<file path="config.mk">
export PLATFORM = sky130hd
export DESIGN_NAME = rst_seq_ctrl
export DESIGN_NICKNAME = d
export VERILOG_FILES = /design/src/rtl/rst_seq_pkg.sv /design/src/rtl/rst_seq_ctrl.sv
export SDC_FILE = /design/constraint.sdc
export NUM_CORES = 1
export LEC_CHECK = 0
export ABC_AREA = 1
export ABC_CLOCK_PERIOD_IN_PS = 2000
export CAP_MARGIN = 25
export CORE_MARGIN = 4
export CORE_UTILIZATION = 50
export DETAILED_ROUTE_END_ITERATION = 16
export GPL_TIMING_DRIVEN = 0
export PLACE_DENSITY = 0.84
export SYNTH_ARGS = -nofsm -noshare
export SYNTH_HDL_FRONTEND = slang
export SYNTH_SLANG_ARGS = --single-unit
export TNS_END_PERCENT = 30
</file>
<file path="constraint.sdc">
create_clock -name clk -period 2 [get_ports clk]
set_input_delay 0.6 -clock clk [delete_from_list [all_inputs] [get_ports clk]]
set_output_delay 0.6 -clock clk [all_outputs]
set_load 0.005 [all_outputs]
</file>
<file path="src/rtl/rst_seq_pkg.sv">
// rtl/rst_seq_pkg.sv - state and reset-cause codes shared by the reset sequencer
package rst_seq_pkg;

    localparam logic [1:0] HOLD    = 2'd0;
    localparam logic [1:0] STAGGER = 2'd1;
    localparam logic [1:0] DONE    = 2'd2;

    localparam logic [1:0] CAUSE_POR = 2'b00;
    localparam logic [1:0] CAUSE_SW  = 2'b01;
    localparam logic [1:0] CAUSE_WDT = 2'b10;

    // Watchdog outranks software when both requests arrive together.
    function automatic logic [1:0] req_cause(input logic wdt_req);
        return wdt_req ? CAUSE_WDT : CAUSE_SW;
    endfunction

endpackage

</file>
<file path="src/rtl/rst_seq_ctrl.sv">
// rtl/rst_seq_ctrl.sv - staggered per-domain reset release with sw/wdt restart
module rst_seq_ctrl
    import rst_seq_pkg::*;
#(
    parameter int NUM_DOM    = 4,
    parameter int MIN_ASSERT = 8,
    parameter int REL_DLY    = 16,
    parameter int CNT_W      = $clog2((MIN_ASSERT > REL_DLY) ? MIN_ASSERT : REL_DLY) + 1
) (
    input  logic               clk,
    input  logic               rst,
    input  logic               sw_rst_req,
    input  logic               wdt_rst_req,
    output logic [NUM_DOM-1:0] dom_rst,
    output logic               all_released,
    output logic               busy,
    output logic [1:0]         rst_cause
);

    localparam int IDX_W = (NUM_DOM > 1) ? $clog2(NUM_DOM) : 1;
    localparam logic [CNT_W-1:0] HOLD_LAST = CNT_W'(MIN_ASSERT - 1);
    localparam logic [CNT_W-1:0] REL_LAST  = CNT_W'(REL_DLY - 1);
    localparam logic [IDX_W-1:0] IDX_LAST  = IDX_W'(NUM_DOM - 1);

    generate
        if (NUM_DOM < 1 || NUM_DOM > 16 || MIN_ASSERT < 1 || REL_DLY < 1) begin : g_bad_param
            $error("rst_seq_ctrl: illegal NUM_DOM/MIN_ASSERT/REL_DLY");
        end
    endgenerate

    logic [1:0]       state;
    logic [CNT_W-1:0] cnt;
    logic [IDX_W-1:0] idx;
    logic             req;

    assign req  = sw_rst_req | wdt_rst_req;
    assign busy = (state != DONE);

    always_ff @(posedge clk) begin
        if (rst) begin
            state        <= HOLD;
            cnt          <= '0;
            idx          <= '0;
            dom_rst      <= '1;
            all_released <= 1'b0;
            rst_cause    <= CAUSE_POR;
        end else if (req) begin
            // A request pre-empts any release due on this same edge.
            state        <= HOLD;
            cnt          <= '0;
            idx          <= '0;
            dom_rst      <= '1;
            all_released <= 1'b0;
            rst_cause    <= req_cause(wdt_rst_req);
        end else begin
            case (state)
                HOLD: begin
                    if (cnt == HOLD_LAST) begin
                        state <= STAGGER;
                        cnt   <= '0;
                        idx   <= '0;
                    end else begin
                        cnt <= cnt + CNT_W'(1);
                    end
                end
                STAGGER: begin
                    if (cnt == REL_LAST) begin
                        cnt     <= '0;
                        dom_rst <= dom_rst & ~(NUM_DOM'(1) << idx);
                        if (idx == IDX_LAST) begin
                            state        <= DONE;
                            all_released <= 1'b1;
                        end else begin
                            idx <= idx + IDX_W'(1);
                        end
                    end else begin
                        cnt <= cnt + CNT_W'(1);
                    end
                end
                DONE: begin
                end
                default: begin
                    // Unreachable encoding: restart the whole sequence.
                    state        <= HOLD;
                    cnt          <= '0;
                    idx          <= '0;
                    dom_rst      <= '1;
                    all_released <= 1'b0;
                end
            endcase
        end
    end

endmodule

</file>
## Word-level counts from Yosys, hierarchy flattened

Index checks and enable logic that the tools add are counted.
W data, S select, Z words.

| operators by class | value |
|---|---|
| bitwise gates (word level) | 5 |
| shift-type cells | 1 |
| muxes and demuxes | 17 |
| reduce and logical (&&, ||, !) cells | 7 |
| equal/unequal tests | 10 |
| add/subtract/negate cells | 2 |

Operator list:

| kind | count |
|---|---|
| $pmux W5 S3 | 1 |
| $mux W2 | 7 |
| $pmux W2 S3 | 2 |
| $mux W5 | 2 |
| $ne A2 B2 Y1 const B | 5 |
| $pmux W4 S2 | 1 |
| $reduce_and A4 Y1 | 2 |
| $add A5 B1 Y5 const B | 1 |
| $eq A5 B3 Y1 const B | 1 |
| $eq A5 B4 Y1 const B | 1 |
| $and A4 B4 Y4 | 1 |
| $eq A2 B2 Y1 const B | 2 |
| $mux W4 | 1 |
| $not A4 Y4 | 1 |
| $reduce_or A2 Y1 | 2 |
| $shl A1 B2 Y4 const A | 1 |
| $reduce_and A3 Y1 | 1 |
| $add A2 B1 Y2 const B | 1 |
| $eq A2 B1 Y1 const B | 1 |
| $logic_not A2 Y1 | 1 |
| $mux W1 | 2 |
| $not A1 Y1 | 2 |
| $pmux W1 S2 | 1 |
| $reduce_and A2 Y1 | 1 |
| $or A1 B1 Y1 | 1 |

| word-level totals | value |
|---|---|
| flip-flop bits (word level) | 16 |
| output and inout bits | 8 |
| word-level logic and storage cells | 48 |
| input bits | 4 |

## Depth between registers and ports, before layout

| logic depth | value |
|---|---|
| depth after elaboration | 5 |
| gate-level depth with buffers | 11 |
| gate-level depth less buffers | 11 |

## Worst setup path before layout

No wires, ideal clock.

| timing path | value |
|---|---|
| kind | register to register |
| start | register cnt[0] |
| end | register idx[0] |
| setup time | 0.115 ns |
| slack | 0.586 ns |
| cell stages (with the launch flop) | 10 |
| buffers on the path | 0 |
| clock period less this slack | 1.414 ns |
| data arrival time | 1.299 ns |
| cells stage by stage | dfxtp_1 > ha_1 > nand2_1 > nor2_1 > ha_1 > inv_1 > o21ai_1 > nand2_1 > a21oi_1 > nor2_1 |

| on the way | value |
|---|---|
| word-level cells in the longest chain between the ends | 3 |

RTL lines:

| item | line | source |
|---|---|---|
| start, declared | rst_seq_ctrl.sv:32 | `logic [CNT_W-1:0] cnt;` |
| start signal, assigned | rst_seq_ctrl.sv:63 | `cnt <= cnt + CNT_W'(1);` |
| start signal, assigned | rst_seq_ctrl.sv:77 | `cnt <= cnt + CNT_W'(1);` |
| $eq A5 B3 Y1 / $eq A5 B4 Y1 (equally long branches) | rst_seq_ctrl.sv:58, rst_seq_ctrl.sv:67 |  |
| $ne A2 B2 Y1 (no source line) | n/a |  |
| $reduce_and A4 Y1 (no source line) * | n/a |  |
| end signal, assigned | rst_seq_ctrl.sv:74 | `idx <= idx + IDX_W'(1);` |
| end, declared | rst_seq_ctrl.sv:33 | `logic [IDX_W-1:0] idx;` |

Mark *: on every way between the ends. The rest lies on a longest branch, timed or not.
A chain may end at the register's enable or synchronous reset.

## Final worst setup path

| timing path | value |
|---|---|
| start | register rst_cause[1] |
| end | output rst_cause[1] |

RTL lines:

| item | line | source |
|---|---|---|
| start, declared | rst_seq_ctrl.sv:17 | `output logic [1:0] rst_cause` |
| start signal, assigned | rst_seq_ctrl.sv:54 | `rst_cause <= req_cause(wdt_rst_req);` |

No word-level cell between the ends.

==> impl_metrics.yaml <==
final_layout:
  nFillCells: 138
  instances_no_fill: 140
  antenna_cells: 0
  syn2layout_area_growth_pct: 20.34
  drive_gt1_frac: 0.1210
  fin_nets: 137
floorplanning:
  die_width_microns: 47.99
  core_sq_mm: 0.001506
  die_y_microns: 47.99
  rows: 14
  ios: 12
  dieArea_sq_mm: 0.002303
  start_util: 0.5307
place:
  place.gp.congestion: 0.7903
  hpwl_microns: 1107
  preCtsSetupSlack_ns: 0.1064
  place_inst: 137
  io_buffers: 11
drt:
  vias: 688
  drc: 0
  routed_via_density: 4.914
  ant_nets: 0
  routed_wl_microns: 1392
  dr.pass1.iters: 4
  wl_per_cell_microns: 9.943
  drt_iter0_markers: 13
synthesis:
  synth_edf_count: 0
  synth_most_common_cell: "nand2_1"
  synth_area_leader_cell: "dfxtp_1"
  synth_common_cells: "nand2_1, inv_1, dfxtp_1"
  yosysUniqueCellTypes: 16
  yosys-top-cells-area: "dfxtp_1, nand2_1, ha_1"
  avgSynthCellArea_sq_um: 7.268
  yosysSeqAreaShare: 0.4006
  syn_nets: 121
  ys_ff_latch: 16
  async_flop_share: 0
  syn-instance-count: 110
  netlist.area_leader.share: 0.4006
  syn_area_sq_um: 799.5
  synth-main-ff-cell: "dfxtp_1"
  synth-warning-count: 0
worst_setup_path:
  cp_top_family: "buffers and inverters"
  r2r_cells: 9
  worstSetupPathType: "flip-flop to output pin"
  cp.arrival_ns: 1.13
  crit_fanout: 2
  end_kind: "output pin"
  worstSetupStartpointType: "flip-flop"
  rr_startpoint: "cnt[0]"
  crit_required_ns: 1.40
  crit_buf_inv: 1
  r2r_end: "idx[1]"
  critical-path-slowest-cell: "clkdlybuf4s50_1"
  cp_slowest_stage_delay_ns: 0.51
  crit_chain: "clkdlybuf4s50_1"
  rrSetupSlack_ns: 0.39
grt:
  grt_max_degree: 9
  antenna_found_initial: 0
  grt_usage: 0.1490
  grt_pass1_wl_microns: 2373
  grt_pass1_vias: 638
  overflow: 0
cts:
  cts_tree: "yes"
  cts_setup_buffers: 0
  ctsHtreeMaxLevel: 1
  clk_pin_slew_worst_paths_ns: 0.09
  cts-buffers-inserted: 3
  clock_latency_ns: 0.29
  cts_sinks: 16
  cts.path.max_buffers: 2
  root_buffer: "clkbuf_4"
timing:
  max_freq_mhz: 577.0
  fin_worst_skew_ns: 0.002535
  setup_viol: 0
  fin_tns_setup_ns: 0
  finalHoldViolations: 0
  grt_setup_unrepaired: "false"
  fin_crit_ns: 1.733
  relSlewSlack: 0.8593
  timing.final.ws_setup_ns: 0.2669
  tightest_slew_ns: 0.2111
  final_max_slew_viol_count: 0
  finalCritPeriodShare: 0.8666
run_status:
  status: "finished, final reports clean"
min_path:
  hp-start: "all_released"
  holdPathStages: 2
  holdPathEnd: "all_released"
  hold_class: "flip-flop to flip-flop"
pwr:
  peakVddDrop_uv: 360.4
  powerDensity_mw_per_mm2: 539.0
  p_leak_nw: 0.4321
job:
  cap_viol_max_count: 0
## per-layer routing
metal | vias to the layer above | GRT usage | routed length [microns]
li1 | 373 | - | -
met4 | 0 | 0.1129 | 21
met3 | 2 | 0.04511 | 82
met1 | 295 | 0.1552 | 618
met5 | - | 0 | 0
met2 | 18 | 0.2480 | 670
## final cells by class
type                    instances  area (sq um)  area share
multi-input cells              73         402.9      0.4187
flip-flops and latches         16         325.3      0.3381
repair buffers                 11         112.6      0.1170
well taps                      16         20.02     0.02081
inverters                      21         78.83     0.08192
clock buffers                   3         22.52     0.02341
## worst min-delay path, cell delays in order (launching register included)
cell	delay [ns]
dfxtp_1	0.32
inv_1	0.05
a21boi_1	0.05
## repair_timing
action | CTS | global route
endpoints found under the setup margin | 1 | 1
gates resized for setup | 3 | 2
pin swaps | 0 | 0
hold buffers | 0 | 0
## report_power, final
group	internal (mW)	leakage (nW)	switching, mW	total (mW)
Combinational	0.0130	0.287	0.0112	0.0242
Clock	0.0700	0.0138	0.102	0.172
Sequential	0.320	0.131	0.00195	0.322
## worst max path at each step
| stage | from | to | slack [ns] | cells past startpoint |
|---|---|---|---|---|
| final | rst_cause[1] | rst_cause[1] | 0.27 | 1 |
| after global routing | rst_cause[1] | rst_cause[1] | 0.19 | 1 |
| after detailed placement | rst | all_released | 0.11 | 7 |
| after global placement | rst | all_released | 0.12 | 7 |
| after floorplan | cnt[0] | idx[0] | 0.59 | 9 |
| after CTS | state[0] | busy | 0.02 | 3 |
## cells in the final DEF, fill, tap and decap left out
master and instances:
nand2_1 24, inv_1 17, dfxtp_1 14, nor2_1 10
clkdlybuf4s50_1 10, o21ai_1 7, a21oi_1 7, ha_1 7
nand3_1 6, inv_2 4, nand2_2 3, clkbuf_4 3
nor2_4 2, a21boi_1 2, o21ai_0 2, nor3_1 1
a21oi_2 1, o21a_1 1, dlymetal6s2s_1 1, dfxtp_4 1
dfxtp_2 1
## through the flow
stage | util | total power [mW] | area [sq um] | hold WS [ns]
floorplan | - | 0.3418 | 799.5 | 0.4409
global placement | 0.6171 | 0.3551 | 929.6 | 0.4342
detailed placement | 0.6171 | 0.3557 | 929.6 | 0.4430
CTS | 0.6354 | 0.5269 | 957.2 | 0.4623
global route | 0.6387 | 0.5473 | 962.2 | 0.4910
finish | 0.6387 | 0.5186 | 962.2 | 0.4562
## cell families after synthesis
family	Yosys count	synth area share
buffers and inverters	21	0.09858
AO/OA/AOI/OAI	20	0.1393
AND/OR/NAND/NOR	46	0.2520
flip-flops	16	0.4006
adder cells (fa/ha/maj)	7	0.1095
## state kept, by name, summed over array words and instances (netlist names)
name,count
cnt,5
dom_rst,4
state,2
rst_cause,2
idx,2
all_released,1
(Power assumes the default switching activity.)
